==> src/rtl/rv32i_pkg.sv <==
// Shared RV32I constants and the base opcode encodings used by the decode stage.
package rv32i_pkg;

  localparam int XLEN    = 32;
  localparam int REG_NUM = 32;

  typedef enum logic [6:0] {
    LUI    = 7'b0110111,
    AUIPC  = 7'b0010111,
    JAL    = 7'b1101111,
    JALR   = 7'b1100111,
    BRANCH = 7'b1100011,
    LOAD   = 7'b0000011,
    STORE  = 7'b0100011,
    OP_IMM = 7'b0010011,
    OP     = 7'b0110011
  } opcode_e;

endpackage

==> src/rtl/id_stage_imm_gen.sv <==
// Combinational RV32I immediate generator: picks the I/S/B/U/J format from the
// opcode and sign-extends the result to XLEN. Register-register ops yield 0.
module imm_gen
  import rv32i_pkg::*;
#(
  parameter int XLEN = rv32i_pkg::XLEN
) (
  input  logic [31:0]     instr,
  output logic [XLEN-1:0] imm
);

  logic [31:0] imm32;

  // Assemble the 32-bit immediate according to the instruction format.
  always_comb begin
    imm32 = '0;
    case (instr[6:0])
      LOAD, OP_IMM, JALR: imm32 = {{20{instr[31]}}, instr[31:20]};
      STORE:              imm32 = {{20{instr[31]}}, instr[31:25], instr[11:7]};
      BRANCH:             imm32 = {{19{instr[31]}}, instr[31], instr[7],
                                   instr[30:25], instr[11:8], 1'b0};
      LUI, AUIPC:         imm32 = {instr[31:12], 12'b0};
      JAL:                imm32 = {{11{instr[31]}}, instr[31], instr[19:12],
                                   instr[20], instr[30:21], 1'b0};
      default:            imm32 = '0;
    endcase
  end

  // Widen to the datapath with sign extension.
  assign imm = XLEN'($signed(imm32));

endmodule

==> src/rtl/id_stage.sv <==
// Decode stage: reads register operands, builds the execute bundle, and keeps a
// busy scoreboard of registers with writes in flight so RAW/WAW hazards stall.
//
// Handshake: both sides use valid/ready. A transfer happens on a rising edge
// where valid and ready are both 1. A producer holding valid=1 keeps its payload
// stable until the transfer; ready may depend combinationally on valid-side
// payload (hazard check) but valid never depends on ready.
module id_stage
  import rv32i_pkg::*;
#(
  parameter int XLEN    = rv32i_pkg::XLEN,
  parameter int REG_NUM = rv32i_pkg::REG_NUM,
  parameter int SELW    = $clog2(REG_NUM) + 1
) (
  input  logic            clk,
  input  logic            reset,
  input  logic            if_valid,
  output logic            if_ready,
  input  logic [31:0]     if_instr,
  input  logic [XLEN-1:0] if_pc,
  output logic [SELW-1:0] sel_read_reg1,
  output logic [SELW-1:0] sel_read_reg2,
  input  logic [XLEN-1:0] rf_rs1,
  input  logic [XLEN-1:0] rf_rs2,
  input  logic            wb_valid,
  input  logic [4:0]      wb_rd,
  input  logic            flush,
  output logic            ex_valid,
  input  logic            ex_ready,
  output logic [XLEN-1:0] ex_pc,
  output logic [XLEN-1:0] ex_rs1_val,
  output logic [XLEN-1:0] ex_rs2_val,
  output logic [XLEN-1:0] ex_imm,
  output logic [4:0]      ex_rd,
  output logic [6:0]      ex_opcode,
  output logic [2:0]      ex_funct3,
  output logic            ex_funct7b5,
  output logic            ex_reg_write,
  output logic            ex_illegal
);

  logic [6:0]      opcode;
  logic [4:0]      rd;
  logic [4:0]      rs1;
  logic [4:0]      rs2;
  logic            use_rs1;
  logic            use_rs2;
  logic            no_write;
  logic            dec_illegal;
  logic            dec_reg_write;
  logic [XLEN-1:0] dec_imm;
  logic [31:1]     busy;
  logic [31:0]     busy_full;
  logic [31:0]     busy_n;
  logic            hazard;
  logic            transfer;

  assign opcode = if_instr[6:0];
  assign rd     = if_instr[11:7];
  assign rs1    = if_instr[19:15];
  assign rs2    = if_instr[24:20];

  assign sel_read_reg1 = SELW'(rs1);
  assign sel_read_reg2 = SELW'(rs2);

  imm_gen #(.XLEN(XLEN)) u_imm_gen (
    .instr (if_instr),
    .imm   (dec_imm)
  );

  // Classify the opcode: which sources it reads, whether it writes rd.
  always_comb begin
    use_rs1     = 1'b1;
    use_rs2     = 1'b0;
    no_write    = 1'b0;
    dec_illegal = 1'b0;
    case (opcode)
      LUI, AUIPC, JAL:    use_rs1 = 1'b0;
      JALR, LOAD, OP_IMM: use_rs1 = 1'b1;
      BRANCH, STORE: begin
        use_rs2  = 1'b1;
        no_write = 1'b1;
      end
      OP:                 use_rs2 = 1'b1;
      default:            dec_illegal = 1'b1;
    endcase
  end

  assign dec_reg_write = !no_write && !dec_illegal && (rd != 5'd0);

  // x0 appears as a permanently idle entry so indexing by any register works.
  assign busy_full = {busy, 1'b0};

  // Registered busy bits only: a same-cycle writeback does not release a stall.
  assign hazard = (use_rs1 && busy_full[rs1]) ||
                  (use_rs2 && busy_full[rs2]) ||
                  (dec_reg_write && busy_full[rd]);

  assign if_ready = !reset && (!ex_valid || ex_ready) && !hazard && !flush;
  assign transfer = if_valid && if_ready;

  // Next scoreboard: writeback and flush clear, an accepted writer sets last.
  always_comb begin
    busy_n = busy_full;
    if (wb_valid && wb_rd != 5'd0)
      busy_n[wb_rd] = 1'b0;
    if (flush && ex_valid && ex_reg_write)
      busy_n[ex_rd] = 1'b0;
    if (transfer && dec_reg_write)
      busy_n[rd] = 1'b1;
    busy_n[0] = 1'b0;
  end

  // Scoreboard register.
  always_ff @(posedge clk) begin
    if (reset) busy <= '0;
    else       busy <= busy_n[31:1];
  end

  // Execute bundle register: load on transfer, drop on flush or consumption.
  always_ff @(posedge clk) begin
    if (reset) begin
      ex_valid     <= 1'b0;
      ex_pc        <= '0;
      ex_rs1_val   <= '0;
      ex_rs2_val   <= '0;
      ex_imm       <= '0;
      ex_rd        <= '0;
      ex_opcode    <= '0;
      ex_funct3    <= '0;
      ex_funct7b5  <= 1'b0;
      ex_reg_write <= 1'b0;
      ex_illegal   <= 1'b0;
    end else if (flush) begin
      ex_valid <= 1'b0;
    end else if (transfer) begin
      ex_valid     <= 1'b1;
      ex_pc        <= if_pc;
      ex_rs1_val   <= rf_rs1;
      ex_rs2_val   <= rf_rs2;
      ex_imm       <= dec_imm;
      ex_rd        <= rd;
      ex_opcode    <= opcode;
      ex_funct3    <= if_instr[14:12];
      ex_funct7b5  <= if_instr[30];
      ex_reg_write <= dec_reg_write;
      ex_illegal   <= dec_illegal;
    end else if (ex_ready) begin
      ex_valid <= 1'b0;
    end
  end

endmodule
==> config.mk <==
export PLATFORM = sky130hd
export DESIGN_NAME = id_stage
export DESIGN_NICKNAME = d
export VERILOG_FILES = /design/src/rtl/rv32i_pkg.sv /design/src/rtl/id_stage_imm_gen.sv /design/src/rtl/id_stage.sv
export SDC_FILE = /design/constraint.sdc
export NUM_CORES = 1
export LEC_CHECK = 0
export CORE_AREA = 2 2 173 158
export DETAILED_ROUTE_END_ITERATION = 7
export DIE_AREA = 0 0 175 160
export GPL_TIMING_DRIVEN = 0
export PLACE_DENSITY = 0.62
export SKIP_CTS_REPAIR_TIMING = 1
export SLEW_MARGIN = 30
export SYNTH_ARGS = -nofsm -noshare
export SYNTH_HDL_FRONTEND = slang
export SYNTH_HIERARCHICAL = 1
export SYNTH_SLANG_ARGS = --single-unit
export TNS_END_PERCENT = 5
==> constraint.sdc <==
create_clock -name clk -period 4.3 [get_ports clk]
set_clock_uncertainty 0.2 [all_clocks]
set_input_delay 0.86 -clock clk [delete_from_list [all_inputs] [get_ports clk]]
set_output_delay 0.86 -clock clk [all_outputs]
set_load 0.05 [all_outputs]
==> metrics.cfg <==
[outcome]
status = finished, final reports clean

[clock_network]
root_buffer = clkbuf_16
cts_tree = done
cts.reportedPaths.clkPinSlew_ns = 0.08
ctsLongestPathBuffers = 2
cts_sinks = 178
numCtsBuffers = 17
clkLatencyLatePin_ns = 0.45
htreeDepth = 4

[logic_synthesis]
yosysWarnings = 6
ys_top_cells_by_area = dfxtp_1 39%, mux2_2 18%, nor2b_1 11%
yosysSeqAreaShare_pct = 39.3
yosysMostFrequentCell = dfxtp_1
synth_fa_ha_area_share_pct = 0
synth_edf_count = 0
synthDistinctLibCells = 59
synth_top_area_share_pct = 39.3
synth_compound_area_share_pct = 10.4
yosys.area_share.simple_pct = 21.2
synth_common_cells = 178 x dfxtp_1, 164 x nor2b_1, 147 x mux2_2
muxShareOfSynthArea_pct = 24.0
async_flop_share_pct = 0
synth-xor-area-share_pct = 0
ys_ff_latch = 178
synth_top_family_by_area = multiplexers
syn_area_mm2 = 0.00906
synth_cells = 889
yosys.area.top_type = dfxtp_1
avgSynthCellArea_um2 = 10.2
ys.flop_type = dfxtp_1

[global_routing]
grt_overflow = 0
grt_pass1_vias = 8213
grt.total_usage_pct = 22.8
antenna_found_initial = 1
grt_max_degree = 20
grt_pass1_wl_um = 49100

[worst_setup_path]
crit_required_ns = 3.24
crit_path_end_kind = output port
rrSetupSlack_ns = 1.17
arrival_ns = 3.21
path_max_fanout = 7
criticalPathCategory = input pin to output port
crit_path_start_kind = input pin

[sta]
fin_hold_ws_ns = 0.285
max-slew-margin-rel_pct = 53.3
tightest_slew_ns = 0.701
fmax_ghz = 0.234
hold_violations = 0
min_period_ns = 4.27
finalMaxSlewViolations = 0
fin_crit_sh_pct = 99.2
setup_violations = 0

[pwr]
p_sw_mw = 1.32
peakVddDrop_v = 0.000219
finalPower_mw = 4.16
p_seq_share_pct = 41.7
p_leak_nw = 5.04
p_per_area_mw_per_mm2 = 317
swShare_pct = 31.7
p_comb_share_pct = 19.9
internal_power_mw = 2.84
p_clk_share_pct = 38.4

[placement]
dp_hpwl_um = 24500
routabilityCongestion = 0.909
io_buffers = 295

[floorplanning]
initial_core_util_pct = 34.2
ios = 299
die-area_mm2 = 0.0280
fp.dieH_um = 160
row_count = 57
core_mm2 = 0.0265
die_width_um = 175

[detailed_routing]
drt-wirelength-per-cell_um = 20.6
drt_iter0_drc = 574
first_pass_iters = 5
num_vias = 8190
drc = 0
vias_per_cell = 5.21
ant_nets = 0
drt_wl_total_um = 32400

[final_layout]
nets = 1342
syn_to_final_growth_pct = 44.8
fillers = 2485
layout-drive-gt1-share_pct = 23.4

[flow_run]
cap_violations = 0

[worst_hold_path]
min_path_type = register to register

[registers in the layout, indices dropped and copies added, names as in the netlist]
name	cells
ex_valid	1
ex_opcode	7
ex_illegal	1
ex_pc	32
ex_rs1_val	32
ex_rs2_val	32
ex_funct7b5	1
ex_funct3	3
busy	31
ex_imm	32
ex_reg_write	1
ex_rd	5
[stage by stage]
| step | TNS (ns) | worst slack, ns | instance area [µm²] | utilization, % | std cells |
|---|---|---|---|---|---|
| floorplan | 0 | 0.587 | 9060 | - | 890 |
| global placement | -24.53 | -0.995 | 12500 | 47.1 | 1539 |
| detailed placement | -24.09 | -0.966 | 12500 | 47.1 | 1539 |
| CTS | -0.973 | -0.973 | 13100 | 49.3 | 1571 |
| global route | -0.0409 | -0.0409 | 13100 | 49.6 | 1570 |
| finish | 0 | 0.0346 | 13100 | 49.6 | 1571 |
[layout by cell type, fill, tap and decap left out, types with 4 or more instances in the layout]
cell             Yosys  final
nand3_1             33     33
nand2_1             29     29
clkdlybuf4s50_1      0    292
clkbuf_16            0     17
buf_4               14     16
clkbuf_2             0      4
nor2_1              19     19
nand4_1              4      4
inv_1                7      7
a21o_2               8      8
nand2b_1             7      6
mux2i_1             18     18
mux4_2              15     15
o221ai_1             9      9
dfxtp_1            178    178
o41ai_1             28     28
buf_6                5      8
inv_6                0      5
mux2_2             147    147
a22o_1               4      4
nor2b_1            164    164
or3_1                6      6
clkbuf_1            41     35
o2111ai_1           22     22
nand3b_1             7      7
nor3_1               7      6
clkinv_8             0      5
or2_2               18     18
buf_2               23     19
nand4b_1             4      4
a21oi_1              7      6
o21ai_0             14     14
[layout make-up]
cell class / count / area [µm²] / area share (%)
inverters: 7 / 26.3 / 0.200
flip-flops and latches: 178 / 3560 / 27.2
clock buffers: 18 / 429 / 3.27
clock inverters: 14 / 165 / 1.26
diodes: 1 / 2.50 / 0.0191
multi-input cells: 622 / 5070 / 38.7
plain buffers: 81 / 449 / 3.42
well taps: 354 / 443 / 3.38
repair buffers: 296 / 2970 / 22.6
[routing by layer]
metal	wire [µm]	GRT usage (%)	up-vias
met5	0	0	-
met4	739	6.70	0
met3	3050	8.10	53
met2	15200	37.7	380
met1	13400	28.0	3928
li1	-	-	3829
[logic make-up (layout without fill, tap and decap cells)]
kind of cell | count (synthesis) | after routing
flip-flops | 178 | 178
AND/OR/NAND/NOR | 323 | 323
buffers and inverters | 90 | 416
AO/OA/AOI/OAI | 117 | 117
multiplexers | 180 | 180
other | 1 | 3
[worst max-delay path, cell delays in order]
cell and delay, ns:
clkdlybuf4s50_1 0.55, clkbuf_2 0.27, mux4_2 0.57, o32ai_1 0.30, nor3_2 0.08, a21oi_2 0.21
and2_4 0.20, buf_6 0.15
[final timing paths]
path | startpoint | end | cells after the start
setup / recovery | if_instr[7] | if_ready | 8
setup reg to reg | busy[23]$_SDFF_PP0_ | busy[1]$_SDFF_PP0_ | 10
hold / removal | ex_opcode[6]$_SDFFE_PP0P_ | ex_opcode[6]$_SDFFE_PP0P_ | 2
hold reg to reg | ex_opcode[6]$_SDFFE_PP0P_ | ex_opcode[6]$_SDFFE_PP0P_ | 2
[power by group through the flow]
| stage | clock (mW) | sequential, mW | combinational, mW |
|---|---|---|---|
| floorplan | 0 | 1.97 | 0.266 |
| global placement | 0 | 1.77 | 0.819 |
| detailed placement | 0 | 1.77 | 0.821 |
| CTS | 1.62 | 1.73 | 0.825 |
| global route | 1.68 | 1.74 | 0.872 |
| finish | 1.60 | 1.73 | 0.828 |
No activity file was read; power rests on OpenSTA's default activity.
